$ cat src/rtl/serial_adder_ctrl.sv
// Bit-serial adder controller: feeds one full-adder cell with one bit of each
// operand per clock, LSB first, carrying between bits through a single flop.
// Parallel valid/ready handshakes on the operand and result sides.
module serial_adder_ctrl #(
  parameter int WIDTH = 8
) (
  input  logic             clk,
  input  logic             rst_n,
  input  logic             in_valid,
  output logic             in_ready,
  input  logic [WIDTH-1:0] a,
  input  logic [WIDTH-1:0] b,
  input  logic             cin,
  output logic             out_valid,
  input  logic             out_ready,
  output logic [WIDTH-1:0] sum,
  output logic             cout
);

  // Counter must be able to hold WIDTH itself, hence WIDTH+1 states.
  localparam int CW = $clog2(WIDTH + 1);

  typedef enum logic [1:0] {
    IDLE,
    SHIFT,
    DONE
  } state_t;

  state_t           state;
  logic [WIDTH-1:0] a_sh;
  logic [WIDTH-1:0] b_sh;
  logic [WIDTH-1:0] sum_sh;
  logic             carry;
  logic [CW-1:0]    cnt;

  // Full-adder cell inputs and outputs.
  logic             fa_n_1;
  logic             fa_n_2;
  logic             fa_cin;
  logic             fa_sum;
  logic             fa_cout;
  logic [WIDTH-1:0] sum_sh_nxt;
  logic             last_bit;

  assign fa_n_1 = a_sh[0];
  assign fa_n_2 = b_sh[0];
  assign fa_cin = carry;

  // Full-adder cell: one bit of sum and the carry into the next bit.
  assign fa_sum  = fa_n_1 ^ fa_n_2 ^ fa_cin;
  assign fa_cout = (fa_n_1 & fa_n_2) | (fa_n_1 & fa_cin) | (fa_n_2 & fa_cin);

  // New sum bit enters at the MSB so that after WIDTH shifts bit 0 is the LSB.
  // Written as shift/or so that WIDTH=1 needs no special case.
  assign sum_sh_nxt = (sum_sh >> 1) | (WIDTH'(fa_sum) << (WIDTH - 1));
  assign last_bit   = (cnt == CW'(WIDTH - 1));

  // Control FSM with registered handshake and result outputs.
  always_ff @(posedge clk) begin
    if (!rst_n) begin
      // NOTE: every flop here is assigned with <= so all reads in this block
      // see pre-edge values; mixing in = would make ordering matter.
      state     <= IDLE;
      in_ready  <= 1'b1;
      out_valid <= 1'b0;
      sum       <= '0;
      cout      <= 1'b0;
      a_sh      <= '0;
      b_sh      <= '0;
      sum_sh    <= '0;
      carry     <= 1'b0;
      cnt       <= '0;
    end else begin
      case (state)
        IDLE: begin
          if (in_valid) begin
            a_sh     <= a;
            b_sh     <= b;
            carry    <= cin;
            cnt      <= '0;
            in_ready <= 1'b0;
            state    <= SHIFT;
          end
        end
        SHIFT: begin
          a_sh   <= a_sh >> 1;
          b_sh   <= b_sh >> 1;
          sum_sh <= sum_sh_nxt;
          carry  <= fa_cout;
          cnt    <= cnt + 1'b1;
          if (last_bit) begin
            // Present the result straight from the next-state values so it
            // is valid in the same cycle out_valid rises.
            sum       <= sum_sh_nxt;
            cout      <= fa_cout;
            out_valid <= 1'b1;
            state     <= DONE;
          end
        end
        DONE: begin
          if (out_ready) begin
            out_valid <= 1'b0;
            in_ready  <= 1'b1;
            state     <= IDLE;
          end
        end
        default: begin
          state     <= IDLE;
          in_ready  <= 1'b1;
          out_valid <= 1'b0;
        end
      endcase
    end
  end

endmodule

$ cat config.mk
export PLATFORM = sky130hd
export DESIGN_NAME = serial_adder_ctrl
export DESIGN_NICKNAME = d
export VERILOG_FILES = /design/src/rtl/serial_adder_ctrl.sv
export SDC_FILE = /design/constraint.sdc
export NUM_CORES = 1
export LEC_CHECK = 0
export CAP_MARGIN = 20
export CORE_MARGIN = 1.5
export CORE_UTILIZATION = 46
export CTS_CLUSTER_SIZE = 20
export DETAILED_ROUTE_END_ITERATION = 12
export DONT_BUFFER_PORTS = 1
export SLEW_MARGIN = 10
export SYNTH_ARGS = -nofsm -noshare
export SYNTH_HDL_FRONTEND = slang
export SYNTH_SLANG_ARGS = --single-unit
$ cat constraint.sdc
create_clock -name clk -period 3.6 [get_ports clk]
set_input_delay 0.72 -clock clk [delete_from_list [all_inputs] [get_ports clk]]
set_output_delay 0.72 -clock clk [all_outputs]
set_load 0.01 [all_outputs]
# After elaboration in Yosys (flattened, before gate mapping)
# Index checks and enable logic that the tools add are counted.
# word_totals
reg_bits	42
inputBits	21
out_inout_bits	11
word_cells	52
# op_classes
n_addsub	1
n_eq_ne	6
muxes	18
n_bitwise	10
n_reduce_logical	7
# ops
cell	n
$pmux 8 s2	2
$mux 8	2
$reduce_and 3->1	3
$or 7x8->8	1
$pmux 4 s2	1
$mux 2	3
$ne 2x2->1 const B	3
$pmux 1 s3	2
$pmux 2 s3	1
$mux 1	5
$add 4x1->4 const B	1
$eq 4x3->1 const B	1
$mux 4	1
$reduce_and 2->1	2
$and 1x1->1	3
$eq 2x1->1 const B	1
$eq 2x2->1 const B	1
$logic_not 2->1	1
$not 1->1	2
$or 1x1->1	2
$pmux 1 s2	1
$reduce_bool 2->1	1
$xor 1x1->1	2

# Longest topological paths before layout
# Gate-level depths: netlist (run 1).
# depth
depth_word	4
ltp_mapped	6
depth_no_buf	4

# Worst setup path after synthesis (run 1)
# No wires, ideal clock.
# synth_timing
path_kind	input to register
from	in in_valid
to	reg b_sh[7]
setup_ns	0.117
arrival_time_ns	1.390
required_time_ns	3.483
setup_slack_ns	2.092
stages	4
n_path_buf	1
path_cell_list	buf_2 -> nor2b_1 -> a22o_1 -> a32o_1
# synth_between
elab_chain_cells	2
# synth_rtl
item	line	source
start, declared	9	input logic in_valid,
$ne 2x2->1 (no line)	n/a	
$reduce_and 2->1 (no line)	n/a	
end signal, assigned	87	b_sh <= b_sh >> 1;
end, declared	31	logic [WIDTH-1:0] b_sh;
# No other way between the ends.
# A chain may end at the register's enable or synchronous reset.

# Worst setup path in the final report (run 1)
# layout_timing
from	reg state[0]
to	reg cout
# layout_between
elab_chain_cells	2
# layout_rtl
item	line	source
start, declared	29	state_t state;
start signal, assigned	63	state <= IDLE;
start signal, assigned	82	state <= SHIFT;
start signal, assigned	97	state <= DONE;
$eq 2x1->1	74	case (state)
$reduce_and 2->1 (no line)	n/a	
end signal, assigned	95	cout <= fa_cout;
end, declared	17	output logic cout
# No other way between the ends.

==> results by group, run 1 <==
Run status
  – Status: completed

Placed design
  – Placer Congestion: 0.767
  – Placed Cells: 229
  – IO Port Bufs: 0
  – Detailed Place HPWL: 2.30 mm

Power
  – Maximum VDD drop: 0.258 mV
  – Pwr/cell area: 461 nW/µm²
  – Leak pwr: 0.651 nW

Clock network
  – CTS tree: built
  – CTS H-tree depth: 2
  – Clock network latency to the later pin of the worst-skew pair: 280 ps
  – CTS clock-pin slew for the worst setup and hold paths: 70 ps
  – PostCTS Resize Cnt: 0
  – Post-CTS setup buffer count: 0
  – Clock Sinks: 41
  – CTS Buffer Depth: 2
  – Cts hold-fix bufs: 0
  – Num CTS Buffers: 5
  – Clock Tree Root: clkbuf_8

Global routing
  – Met2 usage: 25.4%
  – GRT Overall Usage: 16.4%
  – Most used routing layer: met2
  – Global-route wire length before repair: 5.62 mm
  – GR Util met1: 22.2%
  – GR Overflow Total: 0
  – Met3 Track Usage GR: 5.45%
  – Vias in the first global route: 1,217
  – Initial antenna violation count: 0
  – Largest net degree at the start of global routing: 52

Floorplanning
  – Die ar.: 4380 µm²
  – Initial Util: 49.1%
  – Die height: 66.2 µm
  – Rows: 22
  – Die width: 66.2 µm
  – IO Pins: 32
  – Core Area: 3740 µm²

Final layout
  – Sequential cell area: 821 µm²
  – Share of layout cells above drive strength 1: 14.9%
  – Synth-to-layout area growth: 2.11%
  – Multi-input logic area: 897 µm²
  – Antenna Cells: 0
  – Non-Filler Instances: 236
  – Nets: 211
  – Filler cells: 368
  – Most frequent cells in the layout: dfxtp_1, nand2_1, mux2i_1, o21ai_2, a21oi_2
  – Most common cell after layout, fill and taps aside: dfxtp_1

Flow run
  – Max Cap Viol: 0

Critical path
  – CP Class: flop to flop
  – WP buf/inv: 0
  – Worst path slowest cell: dfxtp_1
  – Worst-path maximum fanout: 17
  – Critical path's top delay family: simple AND/OR/NAND/NOR gates
  – Crit path launch type: flop
  – Worst Path Arrival: 2030 ps
  – Critical Path RT: 3810 ps
  – CP Cell Sequence: nand4b_1 -> nor2_2 -> mux2i_1
  – Max incr delay on CP: 700 ps
  – CP endpoint kind: flop

Routing
  – Vias: 1,329
  – Pre-Repair DR Iteration Count: 4
  – Vias/cell: 5.63
  – DRT iter0 DRCs: 81
  – DRC Markers: 0
  – Final ANT Viol Nets: 0
  – WL final: 3.46 mm
  – WL/cell: 14.7 µm

Timing
  – Clk_skew: 5.06 ps
  – Slew Viols, Final: 0
  – Min Tclk post-route: 1820 ps
  – Final TNS setup: 0 ps
  – Worst slew pin tran: 699 ps
  – Max_slew headroom: 53.4%
  – Final Hold Violating Endpoints: 0
  – Setup Viol. Count Final: 0
  – Max Freq: 549 MHz
  – RSZ-0062 raised after global routing: false
  – Final worst-path cycle share: 50.6%

Synthesis
  – Post-synthesis cell count: 197
  – Sequential element share of the synthesized area: 44.7%
  – Area share of the largest cell type after synthesis: 44.7%
  – Synthesis Warnings: 0
  – Synth Cell Area: 1840 µm²
  – Cell taking the most area after synthesis: dfxtp_1
  – Synth cell types: 39
  – Flop and latch count out of synthesis: 41
  – Mean Syn Cell Area: 9.32 µm²
  – Syn_nets: 220
  – Top cells by area, synth: dfxtp_1, nand2_1, mux2i_1, a21oi_2, o21ai_2

Hold path
  – Hold WC Path Type: flop to flop
synth_stat cells (all sizes together):
library cell  number
o21a               2
a22o               2
nor2b              4
o21ba              1
clkbuf             3
and3b              1
nor2               9
fa                 1
nand4b             1
a21bo              1
mux2i              9
o211a              1
a21oi             16
and3               2
o211ai             1
o22ai              8
dfxtp             41
buf               13
nand2             34
o31a               1
nand3              1
ha                 1
a21boi             8
nand2b             3
or2                1
inv                3
o2bb2ai            7
nor3               2
and2               1
o21ai             17
a32o               2
worst reg2reg max path: stages (launching register included):
cell and delay, ps:
dfxtp_1 700, nand4b_1 210, nor2_2 580, mux2i_1 260
state kept, by name (all words and copies together) (netlist names):
name       cells
a_sh           8
out_valid      1
sum            8
b_sh           8
cout           1
sum_sh         7
cnt            4
in_ready       1
carry          1
state          2
cell families after synthesis:
| family | Yosys count | share of synthesized area [%] |
|---|---|---|
| compound gates | 67 | 27.7 |
| fa+ha+maj | 2 | 1.77 |
| buf+inv | 19 | 6.47 |
| flops | 41 | 44.7 |
| mux | 9 | 4.90 |
| simple gates | 59 | 14.4 |
final timing paths:
path | endpoint | slack (ps) | from | depth (start not counted)
hold reg to reg | sum[0] | 470 | sum_sh[1] | 2
setup / recovery | cout | 1780 | state[0] | 3
hold / removal | sum[0] | 470 | sum_sh[1] | 2
setup reg to reg | cout | 1780 | state[0] | 3
stage by stage:
| stage | hold slack [ps] | instance area [µm²] | setup slack [ps] | power, mW | util [%] |
|---|---|---|---|---|---|
| after floorplan | 435 | 1840 | 2090 | 0.581 | - |
| after global placement | 446 | 1790 | 1870 | 0.579 | 47.8 |
| after detailed placement | 453 | 1790 | 1800 | 0.582 | 47.8 |
| after CTS | 464 | 1880 | 1770 | 0.875 | 50.1 |
| after global routing | 488 | 1880 | 1630 | 0.905 | 50.1 |
| final | 466 | 1880 | 1780 | 0.864 | 50.1 |
where the power goes:
group          total, mW  internal [mW]  switching, mW
logic             0.0759         0.0360         0.0399
clock network      0.293          0.152          0.141
registers          0.495          0.475         0.0195
total              0.864          0.663          0.200
routing by layer:
layer	vias up	part of all wire, %
li1	664	-
met1	633	48
met2	28	45
met3	4	6.1
met4	0	0.61
met5	-	0
area by class of cell:
class / count / share of cell area, %
Tap cell: 48 / 3.20
Clock buffer: 7 / 4.60
Sequential cell: 41 / 43.8
Multi-Input combinational cell: 137 / 47.8
Inverter: 3 / 0.600
No activity file was read; power rests on OpenSTA's default activity.
==> run 2, diff against run 1 <==
Clock period 3.6 ns to 1.6 ns, I/O delays scaled along.
==> results by group, run 2 (synthesis gave the netlist of run 1 again) <==
Run status
  – Status: completed

Timing
  – Final worst-path cycle share: 89.2% (+39 points)
  – Setup Viol. Count Final: 0 (unchanged)
  – Min Tclk post-route: 1430 ps (-394 ps)
  – Final Hold Violating Endpoints: 0 (unchanged)
  – RSZ-0062 raised after global routing: false
  – Worst slew pin tran: 379 ps (-320 ps)
  – Slew Viols, Final: 0 (unchanged)
  – Clk_skew: 6.07 ps (+1.01 ps)
  – Max_slew headroom: 74.7% (+21 points)
  – Final TNS setup: 0 ps (unchanged)
  – Max Freq: 700 MHz (+28%)

Clock network
  – Post-CTS setup buffer count: 0 (unchanged)
  – CTS clock-pin slew for the worst setup and hold paths: 80 ps (about the same)
  – PostCTS Resize Cnt: 0 (unchanged)
  – CTS tree: built
  – Num CTS Buffers: 5 (unchanged)
  – Clock Tree Root: clkbuf_8
  – CTS H-tree depth: 2 (unchanged)
  – Clock network latency to the later pin of the worst-skew pair: 300 ps (+20 ps)
  – CTS Buffer Depth: 2 (unchanged)
  – Clock Sinks: 41 (unchanged)
  – Cts hold-fix bufs: 0 (unchanged)

Routing
  – WL/cell: 15.1 µm (+2.8%)
  – Vias/cell: 5.73 (+1.7%)
  – DRT iter0 DRCs: 62 (-23%)
  – DRC Markers: 0 (unchanged)
  – Final ANT Viol Nets: 0 (unchanged)
  – WL final: 3.66 mm (+5.8%)
  – Pre-Repair DR Iteration Count: 4 (unchanged)
  – Vias: 1,392 (+4.7%)

Floorplanning
  – IO Pins: 32 (unchanged)
  – Die ar.: 4380 µm² (unchanged)
  – Core Area: 3740 µm² (unchanged)
  – Rows: 22 (unchanged)
  – Initial Util: 49.1% (unchanged)
  – Die width: 66.2 µm (unchanged)
  – Die height: 66.2 µm (unchanged)

Power
  – Net Switching: 0.504 mW (+150%)
  – Leak pwr: 0.706 nW (+8.5%)
  – Maximum VDD drop: 0.788 mV (+210%)
  – Comb pwr share: 8.4% (-0.4 points)
  – Sw Share: 22.1% (-1.1 points)
  – Reg power frac: 48.5% (-8.8 points)
  – Total power: 2.28 mW (+160%)
  – Pwr/cell area: 1150 nW/µm² (+150%)
  – Clock network fraction of total power: 43.1% (+9.2 points)
  – P_int: 1.78 mW (+170%)

Final layout
  – Final instance area: 1980 µm² (+5.6%)
  – Most common cell after layout, fill and taps aside: dfxtp_1
  – Synth-to-layout area growth: 7.83%
  – Non-Filler Instances: 243 (+3.0%)
  – Share of layout cells above drive strength 1: 18.5% (+3.6 points)
  – Utilization after layout: 52.9% (+2.8 points)
  – Nets: 217 (+2.8%)
  – Antenna Cells: 0 (unchanged)
  – Filler cells: 348 (-5.4%)
  – Biggest regs: a_sh: 8 flops, b_sh: 8 flops, sum: 8 flops
  – Most frequent cells in the layout: dfxtp_1, nand2_1, mux2i_1, o21ai_2, a21oi_2

Global routing
  – Vias in the first global route: 1,326 (+9.0%)
  – Met2 usage: 28.7% (+3.4 points)
  – GR Overflow Total: 0 (unchanged)
  – Met3 Track Usage GR: 4.77% (-0.68 points)
  – Most used routing layer: met2
  – Initial antenna violation count: 0 (unchanged)
  – Global-route wire length before repair: 6.04 mm (+7.5%)
  – Largest net degree at the start of global routing: 52 (unchanged)
  – GR Util met1: 22.7% (+0.54 points)
  – GRT Overall Usage: 18.3% (+1.9 points)

Critical path
  – Worst-path maximum fanout: 15 (-2)
  – Worst Path Arrival: 1660 ps (-370 ps)
  – Critical Path RT: 1830 ps (-1980 ps)
  – FF-to-FF End: b_sh[1]
  – Reg-to-reg setup timing slack: 170 ps (-1610 ps)
  – R2R Path Start: state[0]
  – Path depth of the worst reg2reg path: 5 (+2)
  – CP endpoint kind: flop
  – CP Class: flop to flop
  – Crit path launch type: flop

Hold path
  – Hold Path End: state[1]
  – Hold path depth: 1 (-1)
  – Worst Min Path Start: rst_n
  – Hold WC Path Type: primary input to flop

Placed design
  – IO Port Bufs: 0 (unchanged)
  – Cell area after placement: 1850 µm² (+3.2%)
  – Detailed Place HPWL: 2.41 mm (+4.4%)
  – Placer Congestion: 0.688 (-10%)
  – Placed Cells: 235 (+2.6%)

Flow run
  – Max Cap Viol: 0 (unchanged)
==> run 2: power groups by stage <==
| stage | clock network, mW | logic, mW | registers (mW) |
|---|---|---|---|
| floorplan | 0 | 0.184 | 1.12 |
| global route | 1.05 | 0.216 | 1.11 |
| CTS | 0.992 | 0.193 | 1.11 |
| detailed placement | 0 | 0.191 | 1.13 |
| global placement | 0 | 0.184 | 1.13 |
| finish | 0.984 | 0.191 | 1.11 |
==> run 2: how the worst max path moves through the flow <==
stage / startpoint / endpoint / slack (ps) / depth (start not counted)
after floorplan: cnt[0] / cout / 420 / 5
after global placement: state[0] / b_sh[1] / 250 / 5
after detailed placement: state[0] / b_sh[1] / 190 / 5
after CTS: state[0] / b_sh[1] / 150 / 5
after global routing: state[0] / a_sh[2] / 40 / 4
final: state[0] / b_sh[1] / 170 / 5
==> run 2: layer usage <==
metal / vias up / share of wire [%] / wire (µm)
met1: 670 / 47 / 1720
met5: - / 0 / 0
met3: 10 / 5.2 / 192
met2: 30 / 45 / 1650
met4: 0 / 2.6 / 96
li1: 682 / - / -
==> run 2: stage by stage <==
stage               hold WS, ps  setup slack [ps]
floorplan                   435               415
global placement            442               248
detailed placement          445               186
CTS                         133               155
global route                123              40.0
finish                      133               172
==> run 2: area by class of cell <==
| class | instances | area [µm²] | area share (%) |
|---|---|---|---|
| repair buffers | 6 | 57.6 | 2.91 |
| inverters | 3 | 11.3 | 0.569 |
| flip-flops and latches | 41 | 821 | 41.4 |
| clock inverters | 3 | 65.1 | 3.28 |
| clock buffers | 5 | 68.8 | 3.47 |
| well taps | 48 | 60.1 | 3.03 |
| multi-input cells | 137 | 897 | 45.3 |
==> run 2: worst max-delay path: stages (launching register included) <==
cell     delay (ps)
dfxtp_1         450
buf_4           240
o21ba_4         200
buf_4           250
o21ai_1          90
a21oi_1         120
==> run 3, diff against run 2 <==
Settings changed: CORE_MARGIN 1.5 to not set.
==> results by group, run 3 (synthesis gave the netlist of run 1 again) <==
Run status
  – Status: completed

Timing
  – Min Tclk post-route: 1380 ps (-49.3 ps)
  – Final TNS setup: 0 ps (unchanged)
  – Worst slew pin tran: 352 ps (-26.9 ps)
  – Setup Viol. Count Final: 0 (unchanged)
  – RSZ-0062 raised after global routing: false
  – Final worst-path cycle share: 86.2% (-3.1 points)
  – Final Hold Violating Endpoints: 0 (unchanged)
  – Max Freq: 725 MHz (+3.6%)
  – Hold_ws: 139 ps (+6.02 ps)
  – Slew Viols, Final: 0 (unchanged)
  – Max_slew headroom: 76.5% (+1.8 points)
  – Clk_skew: 5.22 ps (-0.849 ps)

Routing
  – Pre-Repair DR Iteration Count: 4 (unchanged)
  – Final ANT Viol Nets: 0 (unchanged)
  – Vias/cell: 5.43 (-5.2%)
  – WL/cell: 14.2 µm (-5.8%)
  – Vias: 1,319 (-5.2%)
  – DRT iter0 DRCs: 69 (+11%)
  – DR WL met2: 1.42 mm (-14%)
  – WL met3: 175 µm (-8.9%)
  – Highest routed layer: met4
  – Post-Route M1 WL: 1.79 mm (+3.9%)
  – DRC Markers: 0 (unchanged)
  – WL final: 3.45 mm (-5.8%)

Critical path
  – CP endpoint kind: flop
  – CP Class: flop to flop
  – Worst-path maximum fanout: 10 (-5)
  – Critical Path RT: 1830 ps (about the same)
  – Crit path launch type: flop
  – Worst Path Arrival: 1610 ps (-50 ps)

Placed design
  – IO Port Bufs: 0 (unchanged)
  – Cell area after placement: 1830 µm² (-0.68%)
  – Placer Congestion: 0.743 (+8.0%)
  – Detailed Place HPWL: 2.29 mm (-4.6%)

Floorplanning
  – Initial Util: 49.1% (unchanged)
  – IO Pins: 32 (unchanged)
  – Die height: 65.2 µm (-1.5%)
  – Core Area: 3740 µm² (unchanged)
  – Die width: 65.2 µm (-1.5%)
  – Rows: 22 (unchanged)
  – Die ar.: 4250 µm² (-3.0%)

Clock network
  – CTS Buffer Depth: 2 (unchanged)
  – Clock network latency to the later pin of the worst-skew pair: 290 ps (about the same)
  – Post-CTS setup buffer count: 0 (unchanged)
  – CTS clock-pin slew for the worst setup and hold paths: 70 ps (about the same)
  – Clock Tree Root: clkbuf_8
  – CTS H-tree depth: 2 (unchanged)
  – Cts hold-fix bufs: 0 (unchanged)
  – Num CTS Buffers: 5 (unchanged)
  – PostCTS Resize Cnt: 0 (unchanged)
  – Clock Sinks: 41 (unchanged)
  – CTS tree: built

Global routing
  – Initial antenna violation count: 0 (unchanged)
  – Vias in the first global route: 1,300 (-2.0%)
  – Global-route wire length before repair: 6.04 mm (unchanged)
  – GR Overflow Total: 0 (unchanged)
  – Largest net degree at the start of global routing: 52 (unchanged)
  – GRT Overall Usage: 18.4% (+0.081 points)

Power
  – Maximum VDD drop: 0.511 mV (-35%)
  – Pwr/cell area: 1010 nW/µm² (-12%)
  – Leak pwr: 0.681 nW (-3.7%)
  – Total power: 1.94 mW (-15%)

Final layout
  – Share of layout cells above drive strength 1: 17.9% (-0.51 points)
  – Most common cell after layout, fill and taps aside: dfxtp_1
  – Sequential cell area: 821 µm² (unchanged)
  – Utilization after layout: 51.2% (-1.7 points)
  – Nets: 217 (unchanged)
  – Filler cells: 383 (+10%)
  – Final instance area: 1920 µm² (-3.2%)
  – Biggest regs: a_sh: 8 flops, b_sh: 8 flops, sum: 8 flops
  – Multi-input logic area: 897 µm² (unchanged)
  – Antenna Cells: 0 (unchanged)
  – Most frequent cells in the layout: dfxtp_1, nand2_1, mux2i_1, o21ai_2, a21oi_2
  – Synth-to-layout area growth: 4.36%

Hold path
  – Hold WC Path Type: primary input to flop

Flow run
  – Max Cap Viol: 0 (unchanged)
[run 3: cell count changes in the layout (fill, tap and decap cells not counted)]
cell,before,now
clkbuf_1,0,1
clkinv_2,1,2
bufinv_16,2,0
buf_4,5,6
buf_12,1,0
[run 3: area by class of cell]
| class | count | share of cell area [%] |
|---|---|---|
| inverter | 3 | 0.587 |
| tap | 48 | 3.13 |
| clock inverter | 2 | 0.522 |
| multi-input combinational | 137 | 46.8 |
| timing repair buffer | 6 | 2.35 |
| clock buffer | 6 | 3.79 |
| sequential | 41 | 42.8 |
[run 3: worst paths after layout]
kind | startpoint | slack [ps] | end | cells past startpoint
worst max-delay path | state[0] | 220 | a_sh[2] | 4
worst min-delay path | rst_n | 140 | a_sh[6] | 2
worst max register to register | state[0] | 220 | a_sh[2] | 4
worst min register to register | sum_sh[1] | 460 | sum_sh[1] | 2
[run 3: metrics by stage]
step / setup slack (ps) / instances
after floorplan: 415 / 197
after CTS: 237 / 243
after global routing: 86.9 / 243
after detailed placement: 246 / 235
final: 222 / 243
after global placement: 304 / 235
[run 3: power by group]
group / total [mW] / switching (mW) / internal (mW)
combinational: 0.187 / 0.0975 / 0.0894
clock: 0.645 / 0.343 / 0.302
sequential: 1.11 / 0.0383 / 1.07
total: 1.94 / 0.479 / 1.46
[run 3: layer usage]
layer  vias up  GRT usage (%)
met2        25           27.6
met4         0           7.34
li1        685              -
met1       604           24.2
met3         5           6.08
met5         -              0
[run 3: critical path, stage by stage (launching register included)]
cell      delay [ps]
dfxtp_1          460
buf_4            220
nand2b_1         330
o22ai_1          150
a21oi_2          150
